File: src/rtl/or1200_insn_sample_ctrl.sv
// Retired-instruction sampler: counts writeback toggles, issues a sample request every
// INTERVAL retirements over a req/ack handshake, and can freeze the CPU when samples back up.
module or1200_insn_sample_ctrl #(
  parameter int unsigned CNT_W  = 32,
  parameter int unsigned PEND_W = 3
) (
  input  logic              clk,
  input  logic              rst,
  input  logic              insn_tgl,
  input  logic              cfg_we,
  input  logic [1:0]        cfg_addr,
  input  logic [31:0]       cfg_wdata,
  output logic [31:0]       cfg_rdata,
  output logic              smp_req,
  input  logic              smp_ack,
  output logic [CNT_W-1:0]  smp_cnt,
  output logic              cpu_stall,
  output logic              irq
);

  localparam logic [PEND_W-1:0] PMAX    = '1;
  localparam logic [PEND_W-1:0] PMAX_M1 = PEND_W'((1 << PEND_W) - 2);

  typedef enum logic [1:0] {S_IDLE, S_REQ, S_GAP} state_e;

  state_e              state_q;
  logic                en_q, stall_en_q, ovf_q, tgl_prev_q;
  logic                smp_req_q, cpu_stall_q;
  logic [CNT_W-1:0]    interval_q, retired_q, icnt_q, smp_cnt_q;
  logic [PEND_W-1:0]   pend_q;

  logic                ret, evt, dec, ovf_evt, irq_clr;
  logic                wr_ctrl, wr_int, wr_ret;
  logic [CNT_W-1:0]    retired_d, icnt_d;
  logic [PEND_W-1:0]   pend_d;
  logic                ovf_d;
  logic [31:0]         status;

  // Retire detection, counters, pending bookkeeping
  always_comb begin
    ret       = insn_tgl ^ tgl_prev_q;
    wr_ctrl   = cfg_we && (cfg_addr == 2'd0);
    wr_int    = cfg_we && (cfg_addr == 2'd1);
    wr_ret    = cfg_we && (cfg_addr == 2'd2);
    irq_clr   = wr_ctrl && cfg_wdata[2];
    retired_d = retired_q;
    icnt_d    = icnt_q;
    evt       = 1'b0;
    if (en_q && ret) begin
      retired_d = retired_q + CNT_W'(1);
      if (interval_q != '0) begin
        if (icnt_q == interval_q - CNT_W'(1)) begin
          icnt_d = '0;
          evt    = 1'b1;
        end else begin
          icnt_d = icnt_q + CNT_W'(1);
        end
      end
    end
    if (wr_ret) retired_d = CNT_W'(cfg_wdata);
    if (wr_int) icnt_d = '0;

    dec     = (state_q == S_REQ) && smp_ack;
    ovf_evt = evt && !dec && (pend_q == PMAX);
    pend_d  = pend_q;
    if (evt && !dec && !ovf_evt) pend_d = pend_q + PEND_W'(1);
    else if (dec && !evt)        pend_d = pend_q - PEND_W'(1);
    // A fresh overflow outranks a same-cycle clear
    ovf_d   = ovf_evt || (ovf_q && !irq_clr);
  end

  // Register readback
  always_comb begin
    status              = '0;
    status[PEND_W-1:0]  = pend_q;
    status[8]           = ovf_q;
    status[9]           = (state_q != S_IDLE);
    case (cfg_addr)
      2'd0:    cfg_rdata = {30'd0, stall_en_q, en_q};
      2'd1:    cfg_rdata = 32'(interval_q);
      2'd2:    cfg_rdata = 32'(retired_q);
      default: cfg_rdata = status;
    endcase
  end

  always_ff @(posedge clk) begin
    if (rst) begin
      state_q     <= S_IDLE;
      en_q        <= 1'b0;
      stall_en_q  <= 1'b0;
      ovf_q       <= 1'b0;
      tgl_prev_q  <= 1'b0;
      smp_req_q   <= 1'b0;
      cpu_stall_q <= 1'b0;
      interval_q  <= '0;
      retired_q   <= '0;
      icnt_q      <= '0;
      smp_cnt_q   <= '0;
      pend_q      <= '0;
    end else begin
      tgl_prev_q  <= insn_tgl;
      if (wr_ctrl) begin
        en_q       <= cfg_wdata[0];
        stall_en_q <= cfg_wdata[1];
      end
      if (wr_int) interval_q <= CNT_W'(cfg_wdata);
      retired_q   <= retired_d;
      icnt_q      <= icnt_d;
      pend_q      <= pend_d;
      ovf_q       <= ovf_d;
      // Registered stall: one extra retirement may land after the threshold
      cpu_stall_q <= stall_en_q && (pend_q >= PMAX_M1);
      case (state_q)
        S_IDLE: begin
          if (pend_q != '0) begin
            state_q   <= S_REQ;
            smp_req_q <= 1'b1;
            smp_cnt_q <= retired_d;
          end
        end
        S_REQ: begin
          if (smp_ack) begin
            state_q   <= S_GAP;
            smp_req_q <= 1'b0;
          end
        end
        S_GAP: begin
          state_q   <= S_IDLE;
          smp_req_q <= 1'b0;
        end
        default: begin
          state_q   <= S_IDLE;
          smp_req_q <= 1'b0;
        end
      endcase
    end
  end

  assign smp_req   = smp_req_q;
  assign smp_cnt   = smp_cnt_q;
  assign cpu_stall = cpu_stall_q;
  assign irq       = ovf_q;

endmodule
File: config.mk
export PLATFORM = sky130hd
export DESIGN_NAME = or1200_insn_sample_ctrl
export DESIGN_NICKNAME = d
export VERILOG_FILES = /design/src/rtl/or1200_insn_sample_ctrl.sv
export SDC_FILE = /design/constraint.sdc
export NUM_CORES = 1
export LEC_CHECK = 0
export BUFFER_PORTS_ARGS = -buffer_cell sky130_fd_sc_hd__buf_2
export CAP_MARGIN = 20
export CORE_MARGIN = 4
export CORE_UTILIZATION = 58
export DETAILED_ROUTE_END_ITERATION = 12
export PLACE_DENSITY = 0.81
export REMOVE_ABC_BUFFERS = 1
export SYNTH_ARGS = -nofsm -noshare
export SYNTH_HDL_FRONTEND = slang
export SYNTH_SLANG_ARGS = --single-unit
File: constraint.sdc
create_clock -name clk -period 4.65 [get_ports clk]
set_input_delay 0.2325 -clock clk [delete_from_list [all_inputs] [get_ports clk]]
set_output_delay 0.2325 -clock clk [all_outputs]
set_load 0.03 [all_outputs]
Word-level counts from Yosys, hierarchy flattened
Index checks and enable logic that the tools add are counted.

cells by class
  bitwise gates (word level) = 1
  reductions and logical operators = 27
  mux-type cells = 15
  eq/ne operators = 7
  magnitude comparators = 1
  $add $sub $neg = 5

operators with widths
  operator               count
  $mux 32                3
  $pmux 32 s3            1
  $add 32x1->32 const B  2
  $eq 32x32->1           1
  $reduce_bool 32->1     1
  $sub 32x1->32 const B  1
  $logic_and 1x1->1      12
  $mux 3                 2
  $reduce_and 2->1       3
  $mux 1                 5
  $eq 2x1->1 const B     2
  $logic_not 1->1        4
  $logic_not 2->1        2
  $mux 2                 2
  $ne 2x2->1 const B     2
  $pmux 2 s2             1
  $reduce_bool 2->1      2
  $add 3x1->3 const B    1
  $eq 3x3->1 const B     1
  $ge 3x3->1 const B     1
  $reduce_bool 3->1      1
  $sub 3x1->3 const B    1
  $eq 2x2->1 const B     1
  $pmux 1 s2             1
  other kinds (3)        3

storage, ports and cells
  output and inout port bits = 67
  logic and storage cells = 68
  bits of input ports = 39
  bits in registers = 139

Longest topological paths before layout
  depth after elaboration = 10
  mapped depth = 14
  mapped depth without buffers = 13

Worst setup path after synthesis
No wires, ideal clock.

  kind = register to register
  start point = register interval_q[0]
  end point = register pend_q[2]
  arrival = 3995 ps
  period minus slack after synthesis = 4112 ps
  path buffers = 2
  cell stages (with the launch flop) = 14
  setup slack = 538 ps
  required time = 4532 ps
  path through = dfxtp_1 or4_4 or4_1 buf_2 or4_4 buf_6 o31ai_1 nand4_1 nor4_4 and4_2 nand2_1 fa_1 mux2_2 o2111a_1

on the way
  word-level cells in the longest chain between the ends = 10
  elaborated cells on any way between the ends = 14
  those cells by class = add/sub: 1; eq/ne: 1; mux: 4; reduce/logical: 8

RTL lines
  item                                         line    source
  start, declared                              29      logic [CNT_W-1:0] interval_q, retired_q, icnt_q, smp_cnt_q;
  start signal, assigned                       106     if (wr_int) interval_q <= CNT_W'(cfg_wdata);
  $sub 32x1->32                                52      if (icnt_q == interval_q - CNT_W'(1)) begin
  $eq 32x32->1                                 52
  $mux 1                                       52
  $mux 1 (*)                                   51      if (interval_q != '0) begin
  $mux 1 (*)                                   49      if (en_q && ret) begin
  $logic_and 1x1->1                            64, 66
  $logic_and 1x1->1                            64      ovf_evt = evt && !dec && (pend_q == PMAX);
  $logic_not 1->1                              66      if (evt && !dec && !ovf_evt) pend_d = pend_q + PEND_W'(1);
  $logic_and 1x1->1                            66
  $mux 3 or $reduce_bool 2->1 (tied branches)  n/a
  end signal, assigned                         109     pend_q <= pend_d;
  end, declared                                30      logic [PEND_W-1:0] pend_q;

Mark *: on every way between the ends. The rest lies on a longest branch, timed or not.
A chain may end at the register's enable or synchronous reset.

Worst setup path in the final report
Same ends and word-level chain as after synthesis.

==> out/results.ini <==
[cts]
clk_pin_slew_ns=0.06
cts_max_level=4
cts_resized=0
postCtsSetupBuffers=0
cts_hold_buf=0
cts_num_sinks=138
root_buffer=clkbuf_16
clock_latency_ns=0.43
cts_made_buffers=17
cts_tree=built
clockBufferDepth=2

[layout]
area_growth_pct=16.6
diodes=0
seq_area_um2=2760
fillers=1036
final_util=0.705
layout.cells.non_filler=1189
drive_above_1_share=0.167
final_nets=1052
multi_input_area_um2=4340

[timing]
setup_viol=0
relSlewSlack=0.478
final.setup.tns_ns=0
holdWs_ns=0.0498
setup_ws_ns=0.301
tightestPinTransition_ns=0.784
finalMaxSlewViolations=0
final-hold-violation-count=0
rsz0062_at_grt=no
clock_skew_ns=0.0108
layout_min_cycle_time_ns=4.35
finalCritPeriodShare=0.935
clock.fmax_ghz=0.230

[die]
rows=40
core_um2=12200
die_area_um2=14600
die_x_um=121
start_util=0.605
fp.dieH_um=121
io_pins=106

[place]
place_ws_ns=0.322
hpwl_mm=14.6
dp_cells=1157
portBuffers=105
gp_congestion=0.954

[route]
met3WireLength_mm=1.88
wl_met1_mm=9.15
drc=0
routed_wl_mm=20.7
routed_via_density=5.94
wl_met2_mm=9.31
drt_iter0_drc=606
drt_first_pass_iters=5
routed.top_layer=met4
vias=7062
antenna_left=0
wire_per_inst_um=17.5

[grt]
grt_overflow_total=0
grt_pass1_wl_mm=33.7
grt_pass1_vias=6712
grt_usage=0.290
grt_max_degree=74
antenna_found_initial=0

[yosys]
synth_top_area_share=0.374
synth_edf_count=0
yosys.cell_types.count=60
syn_inst=936
synth_flop_cell=dfxtp_1
ys_seq_area_frac=0.374
netlist_area_um2=7380
synth.most_common_cell=dfxtp_1
synth_top_cells_by_count=dfxtp_1, nor2_1, nand2_1, a21oi_1, xnor2_1
ys_async_sr_fraction=0
ys_ff_latch=138
synthTopCellsByArea=dfxtp_1, nor2_1, xnor2_1, nand2_1, xor2_1
yosys.area.top_type=dfxtp_1
avgSynthCellArea_um2=7.89
yosysWarnings=0

[critical_path]
worstPathMaxFanout=8
crit_slowest_cell=or4_4
critical_path_class=flip-flop to flip-flop
required_ns=4.97
path_buf_inv=0
crit_family=simple AND/OR/NAND/NOR gates
crit_arrival_ns=4.67
worstPathCellList=or4_4 > or4_1 > or4_4 > o31ai_1 > nand4_1 > nor4_4 > and4_2 > nand2_1 > fa_1 > mux2_2 > o2111a_1
worst_setup_path_start_kind=flip-flop
path_common_cell=or4_4
cp-end-kind=flip-flop
crit_path_max_incr_delay_ns=0.63

[outcome]
outcome=complete, no violations

[power_and_ir_drop]
ir_drop_mv=0.302
pwr-share-comb=0.141
p_int_w=0.00227
seq_power_share=0.405
clkPwrFrac=0.454
p_sw_frac=0.276
power_density_nw_per_um2=365
static-leakage-power_nw=3.47
p_sw_w=0.000867

[run]
drv_cap=0

[min_path]
worstHoldPathType=input port to flip-flop

==> worst paths after layout <==
check	slack, ns	cells past startpoint	start	endpoint
min reg2reg	0.47	2	smp_cnt[9]	smp_cnt[9]
max reg2reg	0.30	11	interval_q[0]	pend_q[2]
min	0.05	2	insn_tgl	tgl_prev_q
max	0.30	11	interval_q[0]	pend_q[2]
==> per-stage QoR <==
step	area [µm²]	power, W
final	8610	0.00314
after global routing	8610	0.00325
after CTS	8610	0.00315
after detailed placement	7980	0.00173
after floorplan	7130	0.00158
after global placement	7980	0.00173
==> flip-flops by register name, indices dropped and copies added, names as in the netlist <==
register    cells
en_q            1
irq             1
cpu_stall       1
stall_en_q      1
retired_q      32
interval_q     32
smp_cnt        32
icnt_q         32
pend_q          3
tgl_prev_q      1
state_q         2
==> cell usage in the layout, fill, tap and decap left out, drive strengths merged, types with 25 or more instances in the layout <==
cell,count
dfxtp,138
nor2,136
nand2,127
buf,117
a21oi,68
xnor2,56
xor2,47
nand3,35
a22o,31
a211oi,31
o21ai,25
==> routing by layer <==
layer / track usage / vias to the layer above
met3: 0.0790 / 38
met4: 0.101 / 0
met2: 0.438 / 308
met5: 0 / -
met1: 0.400 / 3303
li1: - / 3413
==> layout make-up <==
| cell class | count | share of cell area |
|---|---|---|
| clock buffers | 20 | 0.0542 |
| clock inverters | 12 | 0.0189 |
| inverters | 12 | 0.00523 |
| multi-input cells | 722 | 0.505 |
| flip-flops and latches | 138 | 0.321 |
| well taps | 168 | 0.0244 |
| repair buffers | 117 | 0.0718 |
==> cell families (layout without fill, tap and decap cells) <==
kind of cell,Yosys count,count (layout),share of synthesized area
flops,138,138,0.374
xor+xnor,103,103,0.122
compound gates,187,187,0.168
buf+inv,76,161,0.0405
simple gates,414,414,0.262
fa+ha+maj,5,5,0.00949
mux,13,13,0.0237
==> power groups by stage <==
stage	clock (W)	sequential, W	combinational, W
floorplan	0	0.00131	0.000274
global route	0.00149	0.00128	0.000483
finish	0.00142	0.00127	0.000441
CTS	0.00144	0.00127	0.000439
detailed placement	0	0.00130	0.000435
global placement	0	0.00129	0.000433
Power figures use the tool's default switching activity.
